==> config.mk <==
export PLATFORM = sky130hd
export DESIGN_NAME = mvm_layer_sched
export DESIGN_NICKNAME = d
export VERILOG_FILES = /design/src/rtl/mvm_pkg.sv /design/src/rtl/avm_word_reader.sv /design/src/rtl/mvm_layer_sched.sv
export SDC_FILE = /design/constraint.sdc
export NUM_CORES = 1
export LEC_CHECK = 0
export ABC_AREA = 0
export ABC_CLOCK_PERIOD_IN_PS = 4300
export BUFFER_PORTS_ARGS = -buffer_cell sky130_fd_sc_hd__buf_4
export CAP_MARGIN = 20
export CORE_MARGIN = 2
export CORE_UTILIZATION = 52
export CTS_BUF_LIST = sky130_fd_sc_hd__clkbuf_2
export CTS_CLUSTER_SIZE = 16
export DETAILED_ROUTE_END_ITERATION = 12
export GPL_TIMING_DRIVEN = 0
export PLACE_DENSITY_LB_ADDON = 0.08
export SLEW_MARGIN = 40
export SYNTH_ARGS = -nofsm -noshare
export SYNTH_HDL_FRONTEND = slang
export SYNTH_SLANG_ARGS = --single-unit
==> constraint.sdc <==
create_clock -name clk -period 4.3 [get_ports clk]
set_clock_uncertainty 0.1 [all_clocks]
set_input_delay 0.86 -clock clk [delete_from_list [all_inputs] [get_ports clk]]
set_output_delay 0.86 -clock clk [all_outputs]
set_load 0.02 [all_outputs]
==> src/rtl/mvm_pkg.sv <==
// Shared definitions for the dense-layer scheduler: CPU register map, engine register map, FSM states.
package mvm_pkg;

    localparam logic [3:0] REG_CTRL   = 4'd0;
    localparam logic [3:0] REG_BIAS   = 4'd1;
    localparam logic [3:0] REG_WEIGHT = 4'd2;
    localparam logic [3:0] REG_INPUT  = 4'd3;
    localparam logic [3:0] REG_OUTPUT = 4'd4;
    localparam logic [3:0] REG_NIN    = 4'd5;
    localparam logic [3:0] REG_NOUT   = 4'd6;
    localparam logic [3:0] REG_RELU   = 4'd7;

    localparam logic [3:0] DOT_START = 4'd0;
    localparam logic [3:0] DOT_WPTR  = 4'd2;
    localparam logic [3:0] DOT_IPTR  = 4'd3;
    localparam logic [3:0] DOT_LEN   = 4'd5;

    typedef enum logic [3:0] {
        StIdle,
        StCfgW,
        StCfgI,
        StCfgN,
        StStart,
        StResult,
        StAct,
        StWrite,
        StNext
    } state_e;

endpackage

==> src/rtl/avm_word_reader.sv <==
// Single-word Avalon-MM read: request held through waitrequest, data captured on readdatavalid,
// then a one-cycle done pulse with the captured word.
module avm_word_reader (
    input  logic        clk,
    input  logic        rst_n,
    input  logic        start,
    input  logic [31:0] addr,
    output logic [31:0] address,
    output logic        read,
    input  logic        waitrequest,
    input  logic [31:0] readdata,
    input  logic        readdatavalid,
    output logic [31:0] data,
    output logic        done
);

    typedef enum logic [1:0] {RdIdle, RdReq, RdWait} rd_state_e;

    rd_state_e   state_q, state_d;
    logic [31:0] addr_q;
    logic [31:0] data_q;
    logic        done_q;

    always_comb begin
        state_d = state_q;
        read    = 1'b0;
        unique case (state_q)
            RdIdle: if (start) state_d = RdReq;
            RdReq: begin
                read = 1'b1;
                if (!waitrequest) state_d = RdWait;
            end
            RdWait: if (readdatavalid) state_d = RdIdle;
            default: state_d = RdIdle;
        endcase
    end

    always_ff @(posedge clk) begin
        if (!rst_n) begin
            state_q <= RdIdle;
            addr_q  <= '0;
            data_q  <= '0;
            done_q  <= 1'b0;
        end else begin
            state_q <= state_d;
            done_q  <= (state_q == RdWait) && readdatavalid;
            if (state_q == RdIdle && start) addr_q <= addr;
            if (state_q == RdWait && readdatavalid) data_q <= readdata;
        end
    end

    assign address = addr_q;
    assign data    = data_q;
    assign done    = done_q;

endmodule

==> src/rtl/mvm_layer_sched.sv <==
// Row-by-row scheduler for y = act(W*x + b): reprograms the dot engine per row, fetches the bias
// from SDRAM in parallel with the engine, adds it, optionally clamps at zero and stores to SRAM.
module mvm_layer_sched
    import mvm_pkg::*;
#(
    parameter int unsigned WORD_BYTES = 4
) (
    input  logic        clk,
    input  logic        rst_n,
    output logic        slave_waitrequest,
    input  logic [3:0]  slave_address,
    input  logic        slave_read,
    input  logic        slave_write,
    output logic [31:0] slave_readdata,
    input  logic [31:0] slave_writedata,
    input  logic        dot_waitrequest,
    output logic [3:0]  dot_address,
    output logic        dot_read,
    output logic        dot_write,
    output logic [31:0] dot_writedata,
    input  logic [31:0] dot_readdata,
    output logic [31:0] master_address,
    output logic        master_read,
    output logic        master_write,
    input  logic        master_waitrequest,
    input  logic [31:0] master_readdata,
    input  logic        master_readdatavalid,
    output logic [31:0] master2_address,
    output logic        master2_read,
    output logic        master2_write,
    output logic [31:0] master2_writedata,
    input  logic        master2_waitrequest
);

    state_e      state_q, state_d;
    logic [31:0] bias_base_q, weight_base_q, input_base_q, output_base_q;
    logic [31:0] n_in_q, n_out_q;
    logic        relu_en_q;
    logic [31:0] w_ptr_q, b_ptr_q, o_ptr_q, rows_done_q;
    logic [31:0] result_q, bias_q, acc_q;
    logic        res_have_q, bias_have_q, bias_kick_q;

    logic        start_job, row_start, last_row;
    logic [31:0] sum, bias_data;
    logic        bias_done;
    state_e      row_first;
    logic        unused_read;

    assign unused_read = slave_read;
    assign start_job   = (state_q == StIdle) && slave_write && (slave_address == REG_CTRL);
    assign last_row    = (rows_done_q + 32'd1) == n_out_q;
    assign row_first   = (n_in_q == 32'd0) ? StResult : StCfgW;
    assign row_start   = (start_job && n_out_q != 32'd0) || (state_q == StNext && !last_row);
    assign sum         = result_q + bias_q;

    always_comb begin
        state_d           = state_q;
        slave_waitrequest = (state_q != StIdle);
        dot_address       = DOT_START;
        dot_read          = 1'b0;
        dot_write         = 1'b0;
        dot_writedata     = '0;
        master2_write     = 1'b0;
        unique case (state_q)
            StIdle: if (start_job && n_out_q != 32'd0) state_d = row_first;
            StCfgW: begin
                dot_write     = 1'b1;
                dot_address   = DOT_WPTR;
                dot_writedata = w_ptr_q;
                if (!dot_waitrequest) state_d = StCfgI;
            end
            StCfgI: begin
                dot_write     = 1'b1;
                dot_address   = DOT_IPTR;
                dot_writedata = input_base_q;
                if (!dot_waitrequest) state_d = StCfgN;
            end
            StCfgN: begin
                dot_write     = 1'b1;
                dot_address   = DOT_LEN;
                dot_writedata = n_in_q;
                if (!dot_waitrequest) state_d = StStart;
            end
            StStart: begin
                dot_write     = 1'b1;
                dot_address   = DOT_START;
                dot_writedata = 32'd1;
                if (!dot_waitrequest) state_d = StResult;
            end
            // Wait here for both the engine sum and the overlapped bias fetch.
            StResult: begin
                dot_read = !res_have_q;
                if (res_have_q && bias_have_q) state_d = StAct;
            end
            StAct: state_d = StWrite;
            StWrite: begin
                master2_write = 1'b1;
                if (!master2_waitrequest) state_d = StNext;
            end
            StNext: state_d = last_row ? StIdle : row_first;
            default: state_d = StIdle;
        endcase
    end

    always_ff @(posedge clk) begin
        if (!rst_n) begin
            state_q       <= StIdle;
            bias_base_q   <= '0;
            weight_base_q <= '0;
            input_base_q  <= '0;
            output_base_q <= '0;
            n_in_q        <= '0;
            n_out_q       <= '0;
            relu_en_q     <= 1'b0;
            w_ptr_q       <= '0;
            b_ptr_q       <= '0;
            o_ptr_q       <= '0;
            rows_done_q   <= '0;
            result_q      <= '0;
            bias_q        <= '0;
            acc_q         <= '0;
            res_have_q    <= 1'b0;
            bias_have_q   <= 1'b0;
            bias_kick_q   <= 1'b0;
        end else begin
            state_q     <= state_d;
            bias_kick_q <= row_start;
            if (state_q == StIdle && slave_write) begin
                unique case (slave_address)
                    REG_CTRL: begin
                        w_ptr_q     <= weight_base_q;
                        b_ptr_q     <= bias_base_q;
                        o_ptr_q     <= output_base_q;
                        rows_done_q <= '0;
                    end
                    REG_BIAS:   bias_base_q   <= slave_writedata;
                    REG_WEIGHT: weight_base_q <= slave_writedata;
                    REG_INPUT:  input_base_q  <= slave_writedata;
                    REG_OUTPUT: output_base_q <= slave_writedata;
                    REG_NIN:    n_in_q        <= slave_writedata;
                    REG_NOUT:   n_out_q       <= slave_writedata;
                    REG_RELU:   relu_en_q     <= slave_writedata[0];
                    default: ;
                endcase
            end
            // An empty row never touches the engine; its dot product is zero.
            if (row_start) begin
                res_have_q  <= (n_in_q == 32'd0);
                result_q    <= '0;
                bias_have_q <= 1'b0;
            end
            if (state_q == StResult && dot_read && !dot_waitrequest) begin
                result_q   <= dot_readdata;
                res_have_q <= 1'b1;
            end
            if (bias_done) begin
                bias_q      <= bias_data;
                bias_have_q <= 1'b1;
            end
            if (state_q == StAct) acc_q <= (relu_en_q && sum[31]) ? 32'd0 : sum;
            if (state_q == StNext) begin
                rows_done_q <= rows_done_q + 32'd1;
                w_ptr_q     <= w_ptr_q + 32'(WORD_BYTES) * n_in_q;
                b_ptr_q     <= b_ptr_q + 32'd4;
                o_ptr_q     <= o_ptr_q + 32'd4;
            end
        end
    end

    always_comb begin
        slave_readdata = '0;
        unique case (slave_address)
            REG_CTRL:   slave_readdata = rows_done_q;
            REG_BIAS:   slave_readdata = bias_base_q;
            REG_WEIGHT: slave_readdata = weight_base_q;
            REG_INPUT:  slave_readdata = input_base_q;
            REG_OUTPUT: slave_readdata = output_base_q;
            REG_NIN:    slave_readdata = n_in_q;
            REG_NOUT:   slave_readdata = n_out_q;
            REG_RELU:   slave_readdata = {31'd0, relu_en_q};
            default:    slave_readdata = '0;
        endcase
    end

    avm_word_reader u_bias_reader (
        .clk           (clk),
        .rst_n         (rst_n),
        .start         (bias_kick_q),
        .addr          (b_ptr_q),
        .address       (master_address),
        .read          (master_read),
        .waitrequest   (master_waitrequest),
        .readdata      (master_readdata),
        .readdatavalid (master_readdatavalid),
        .data          (bias_data),
        .done          (bias_done)
    );

    assign master_write      = 1'b0;
    assign master2_read      = 1'b0;
    assign master2_address   = o_ptr_q;
    assign master2_writedata = acc_q;

endmodule

==> results by stage <==
Status:
- The run finished, with violations left.
- The final reports fail on setup timing.

Worst hold path:
- The startpoint identified for the worst hold timing path is rst_n.
- The hold path endpoint is weight_base_q[21]$_SDFFE_PN0P_.
- In this run the worst hold path is classified as in2reg.
- Counting instances, the worst hold path has a depth of 4.

Die:
- For this configuration, the core starts out at a cell density of approximately 53%.
- The core region is approximately 48000 um^2.
- The overall die height is 223 um.
- about 280 I/O pins were placed.
- The total die area is 49800 um^2.
- The die width is 223 um.
- In this run the core area contains 80 standard-cell rows.

Final layout:
- For this run, the post-layout net count is approximately 3900.
- The area growth from synthesis to layout is 21.0%.
- The finished cells cover roughly 30000 um^2.
- The post-route netlist has 16.4% of its cells at a drive strength greater than 1.

GRT:
- The largest net degree at the start of global routing is 17.
- The via count of the first global-routing pass came to ~27000.
- The overall routing resource usage is about 45%.
- The first global-routing pass estimated ~170000 um of wire.
- The number of antenna violations at the first check in global routing was 4.
- For this run the aggregate overflow at the end of global routing stands at 0.

Synthesis:
- The share of the Yosys chip area taken by registers is between 30 and 40%.
- The gate count after technology mapping is between 3000 and 4000.
- The mapped cell area is between 20000 and 25000 um^2.
- The number of enable-type register cells in the synthesized netlist is 0.
- The number of different library cells used by synthesis comes to 73.
- Counting flops and latches in the post-synthesis netlist gives between 400 and 500.
- The fraction of registers with async set or reset after synthesis is 0%.
- Yosys printed 0 warnings.
- The most instantiated flip-flop cell in the synthesis netlist is sky130_fd_sc_hd__dfxtp_1.
- A synthesized cell averages around 7.8 um^2.

Route:
- Wires add up to ~120000 um.
- The violation count after the first detailed-routing iteration is roughly 4000.
- The average vias per placed instance is about 6.4.
- The routed layout has approximately 28000 vias.
- The remaining antenna violation count after routing is 0.
- After detailed routing, the number of remaining DRC violations is 0.
- The detailed-route wire length per cell is about 26 um.
- The first detailed-routing pass took 8 iterations.

Clocking:
- The number of sinks driven by the clock tree is between 400 and 500.
- After clock tree synthesis, the clock-pin slew on the worst setup and hold paths is between 100 and 150 ps.
- At the later pin of the worst-skew pair, clock insertion delay measures 1410 ps.
- In this run the deepest clock path goes through 3 buffers.
- The H-tree generated during clock tree synthesis spans 4 levels.
- The library cell used as clock root buffer is sky130_fd_sc_hd__clkbuf_2.
- The buffers inserted during post-CTS setup optimization is 0.
- The TritonCTS clock tree is built.
- Clock tree synthesis inserted a total of 134 buffers.

STA:
- The worst path setup slack after routing is -38.4 ps.
- The final hold slack is around 90 ps.
- The number of endpoints with negative hold slack in the final report came to 0.
- Headroom to the max-slew limit came out at about a third.
- The total count of max-transition violations in the final report was 0.
- In the finished design, the share of the clock period the worst path needs comes to 101%.
- At the pin with the least slew margin, the transition time is roughly 1000 ps.
- The final critical delay including setup and external delays is approximately 4300 ps.
- For this run, the top clock speed supported by timing is ~230 MHz.
- The count of endpoints failing setup in the final report is 5.

Place:
- The placed instance area is around 28000 um^2.
- At the end of routability-driven placement, the weighted congestion stood at approximately 1.1.
- The HPWL after detailed placement is 87200 um.
- Before CTS, the worst setup slack after placement is -372 ps.
- The number of I/O port buffers is 274.

Setup path:
- Measured in cells, the most critical reg-to-reg path has a length of 13.
- The required arrival time at the worst endpoint is ~3300 ps.
- The setup slack of the most critical reg-to-reg path is 160 ps.
- The peak fanout along the critical path is 10.
- The startpoint identified for the worst register-to-register timing path is rows_done_q[1]$_SDFFE_PN0P_.
- The category of the worst setup path capture point is an output pin.
- The critical path arrival is 3380 ps.
- The classification of the worst setup path is in2out.
- The endpoint of the most critical register-to-register path is result_q[23]$_SDFFE_PN0P_.
- The worst setup path is launched from an input pin.

Power:
- In this run the static leakage power is 11.8 nW.
- The power density over the cells is 323 nW/um^2.
- The highest ir drop seen on vdd is approximately 0.0002 V.

Run:
- The max-cap check violation count is 0.
-- stage by stage --
| stage | power [W] | utilization (%) | instances | TNS [ps] |
|---|---|---|---|---|
| after global routing | 0.0100 | 63.6 | 4418 | -14.2 |
| after CTS | 0.00967 | 63.5 | 4414 | 0 |
| after global placement | 0.00601 | 58.5 | 4096 | -95590 |
| final | 0.00978 | 63.6 | 4423 | -98.4 |
| after floorplan | 0.00542 | - | 3207 | 0 |
| after detailed placement | 0.00603 | 58.6 | 4097 | -4690 |
-- logic make-up (layout without fill, tap and decap cells) --
family	Yosys count	after routing	synth area share, %
adders and majority gates	65	65	3.31
xor gates and xnor gates	83	83	2.91
buffers and inverters	267	859	4.37
muxes	95	95	4.01
and+or+nand+nor	1248	1248	22.1
other	1	12	0.0150
DFF	491	491	39.3
AOI/OAI and AO/OA	955	955	24.0
-- layout make-up --
class	instances	area, um^2
clock buffer	185	926
timing repair buffer	377	3080
inverter	23	86.3
sequential	491	9830
clock inverter	30	313
tap	615	769
buffer	244	1100
antenna	9	22.5
multi-input combinational	2449	14100
fill	4223	17300
-- critical path, stage by stage --
cell                       delay [ps]
sky130_fd_sc_hd__buf_4            130
sky130_fd_sc_hd__nor2b_1          140
sky130_fd_sc_hd__clkbuf_1         460
sky130_fd_sc_hd__and2_1           220
sky130_fd_sc_hd__clkbuf_1         550
sky130_fd_sc_hd__buf_2            430
sky130_fd_sc_hd__a22oi_1          160
sky130_fd_sc_hd__nand3_1          230
sky130_fd_sc_hd__buf_4            190
-- cell usage in the layout (no fill, tap or decap), types with 12 or more instances in the layout --
cell type / Yosys / routed
sky130_fd_sc_hd__xor2_1: 34 / 34
sky130_fd_sc_hd__a221oi_1: 23 / 23
sky130_fd_sc_hd__buf_2: 13 / 20
sky130_fd_sc_hd__mux2i_1: 55 / 55
sky130_fd_sc_hd__buf_4: 5 / 280
sky130_fd_sc_hd__nor2b_1: 13 / 12
sky130_fd_sc_hd__clkbuf_1: 202 / 163
sky130_fd_sc_hd__o21ai_0: 100 / 100
sky130_fd_sc_hd__a21oi_1: 448 / 448
sky130_fd_sc_hd__inv_1: 22 / 22
sky130_fd_sc_hd__clkbuf_2: 1 / 223
sky130_fd_sc_hd__nor3_1: 58 / 58
sky130_fd_sc_hd__mux2_2: 40 / 40
sky130_fd_sc_hd__nand3_1: 91 / 91
sky130_fd_sc_hd__and2_1: 22 / 22
sky130_fd_sc_hd__or3_1: 19 / 19
sky130_fd_sc_hd__dlygate4sd3_1: 0 / 102
sky130_fd_sc_hd__o211ai_1: 20 / 20
sky130_fd_sc_hd__ha_1: 63 / 62
sky130_fd_sc_hd__a31oi_1: 20 / 20
sky130_fd_sc_hd__nand2_1: 677 / 677
sky130_fd_sc_hd__dfxtp_1: 491 / 490
sky130_fd_sc_hd__nor2_1: 202 / 202
sky130_fd_sc_hd__or2_2: 14 / 14
sky130_fd_sc_hd__xnor2_1: 49 / 49
sky130_fd_sc_hd__nand2b_1: 20 / 20
sky130_fd_sc_hd__a22oi_1: 136 / 135
sky130_fd_sc_hd__nand4_1: 40 / 40
sky130_fd_sc_hd__a21o_1: 27 / 27
sky130_fd_sc_hd__clkinv_1: 0 / 15
sky130_fd_sc_hd__and3_1: 26 / 26
sky130_fd_sc_hd__a211oi_1: 14 / 13
sky130_fd_sc_hd__nor4_1: 31 / 30
sky130_fd_sc_hd__a222oi_1: 15 / 15
sky130_fd_sc_hd__a22o_1: 71 / 71
-- Yosys cell counts, drive strengths merged (49+ instances only) --
master / number / share of area (%)
ha: 63 / 3.2
a22oi: 136 / 4.1
dfxtp: 491 / 39
a22o: 71 / 2.5
nor3: 61 / 1.3
nand3: 92 / 1.9
clkbuf: 203 / 3.1
nor2: 202 / 3.0
nand2: 677 / 10
a21oi: 448 / 9.0
xnor2: 49 / 1.7
o21ai: 101 / 2.0
mux2i: 55 / 2.2
-- worst max-delay path by stage --
stage,start,endpoint,depth (start not counted)
finish,slave_address[2],slave_readdata[13],9
global route,state_q[1]$_SDFFE_PN0P_,dot_writedata[0],8
CTS,state_q[0]$_SDFFE_PN0P_,dot_writedata[28],5
detailed placement,slave_address[1],slave_readdata[8],9
global placement,slave_address[1],w_ptr_q[27]$_SDFFE_PN0P_,9
floorplan,rows_done_q[1]$_SDFFE_PN0P_,result_q[10]$_SDFFE_PN0P_,12
-- state kept, by name, indices dropped and copies added, names as in the netlist, 2 cells and up --
register and cells:
b_ptr_q 32, bias_base_q 32, bias_q 32, input_base_q 32
master2_address 32, master2_writedata 32, n_in_q 32, n_out_q 32
output_base_q 32, result_q 32, rows_done_q 32, u_bias_reader.address 32
u_bias_reader.data 32, w_ptr_q 32, weight_base_q 32, state_q 4
u_bias_reader.state_q 2
-- per-layer routing --
layer | GRT usage (%) | vias up | part of all wire [%]
met5 | 1.17 | - | 0.080
met4 | 36.7 | 4 | 9.2
met3 | 12.3 | 567 | 12
met2 | 69.0 | 2038 | 43
met1 | 52.7 | 13200 | 36
li1 | - | 12600 | -
-- power by group --
| part | switching [W] | internal, W |
|---|---|---|
| registers | 0.000100 | 0.00461 |
| clock network | 0.00209 | 0.00156 |
| logic | 0.000960 | 0.000450 |
-- repair_timing --
| item | 4_1_cts | 5_1_grt |
|---|---|---|
| setup endpoints to repair | 75 | 86 |
| gates resized for setup | 34 | 16 |
| hold buffers | 102 | 0 |
| pin swaps | 0 | 1 |
| endpoints found under the hold margin | 264 | 0 |
(Power assumes the default switching activity.)
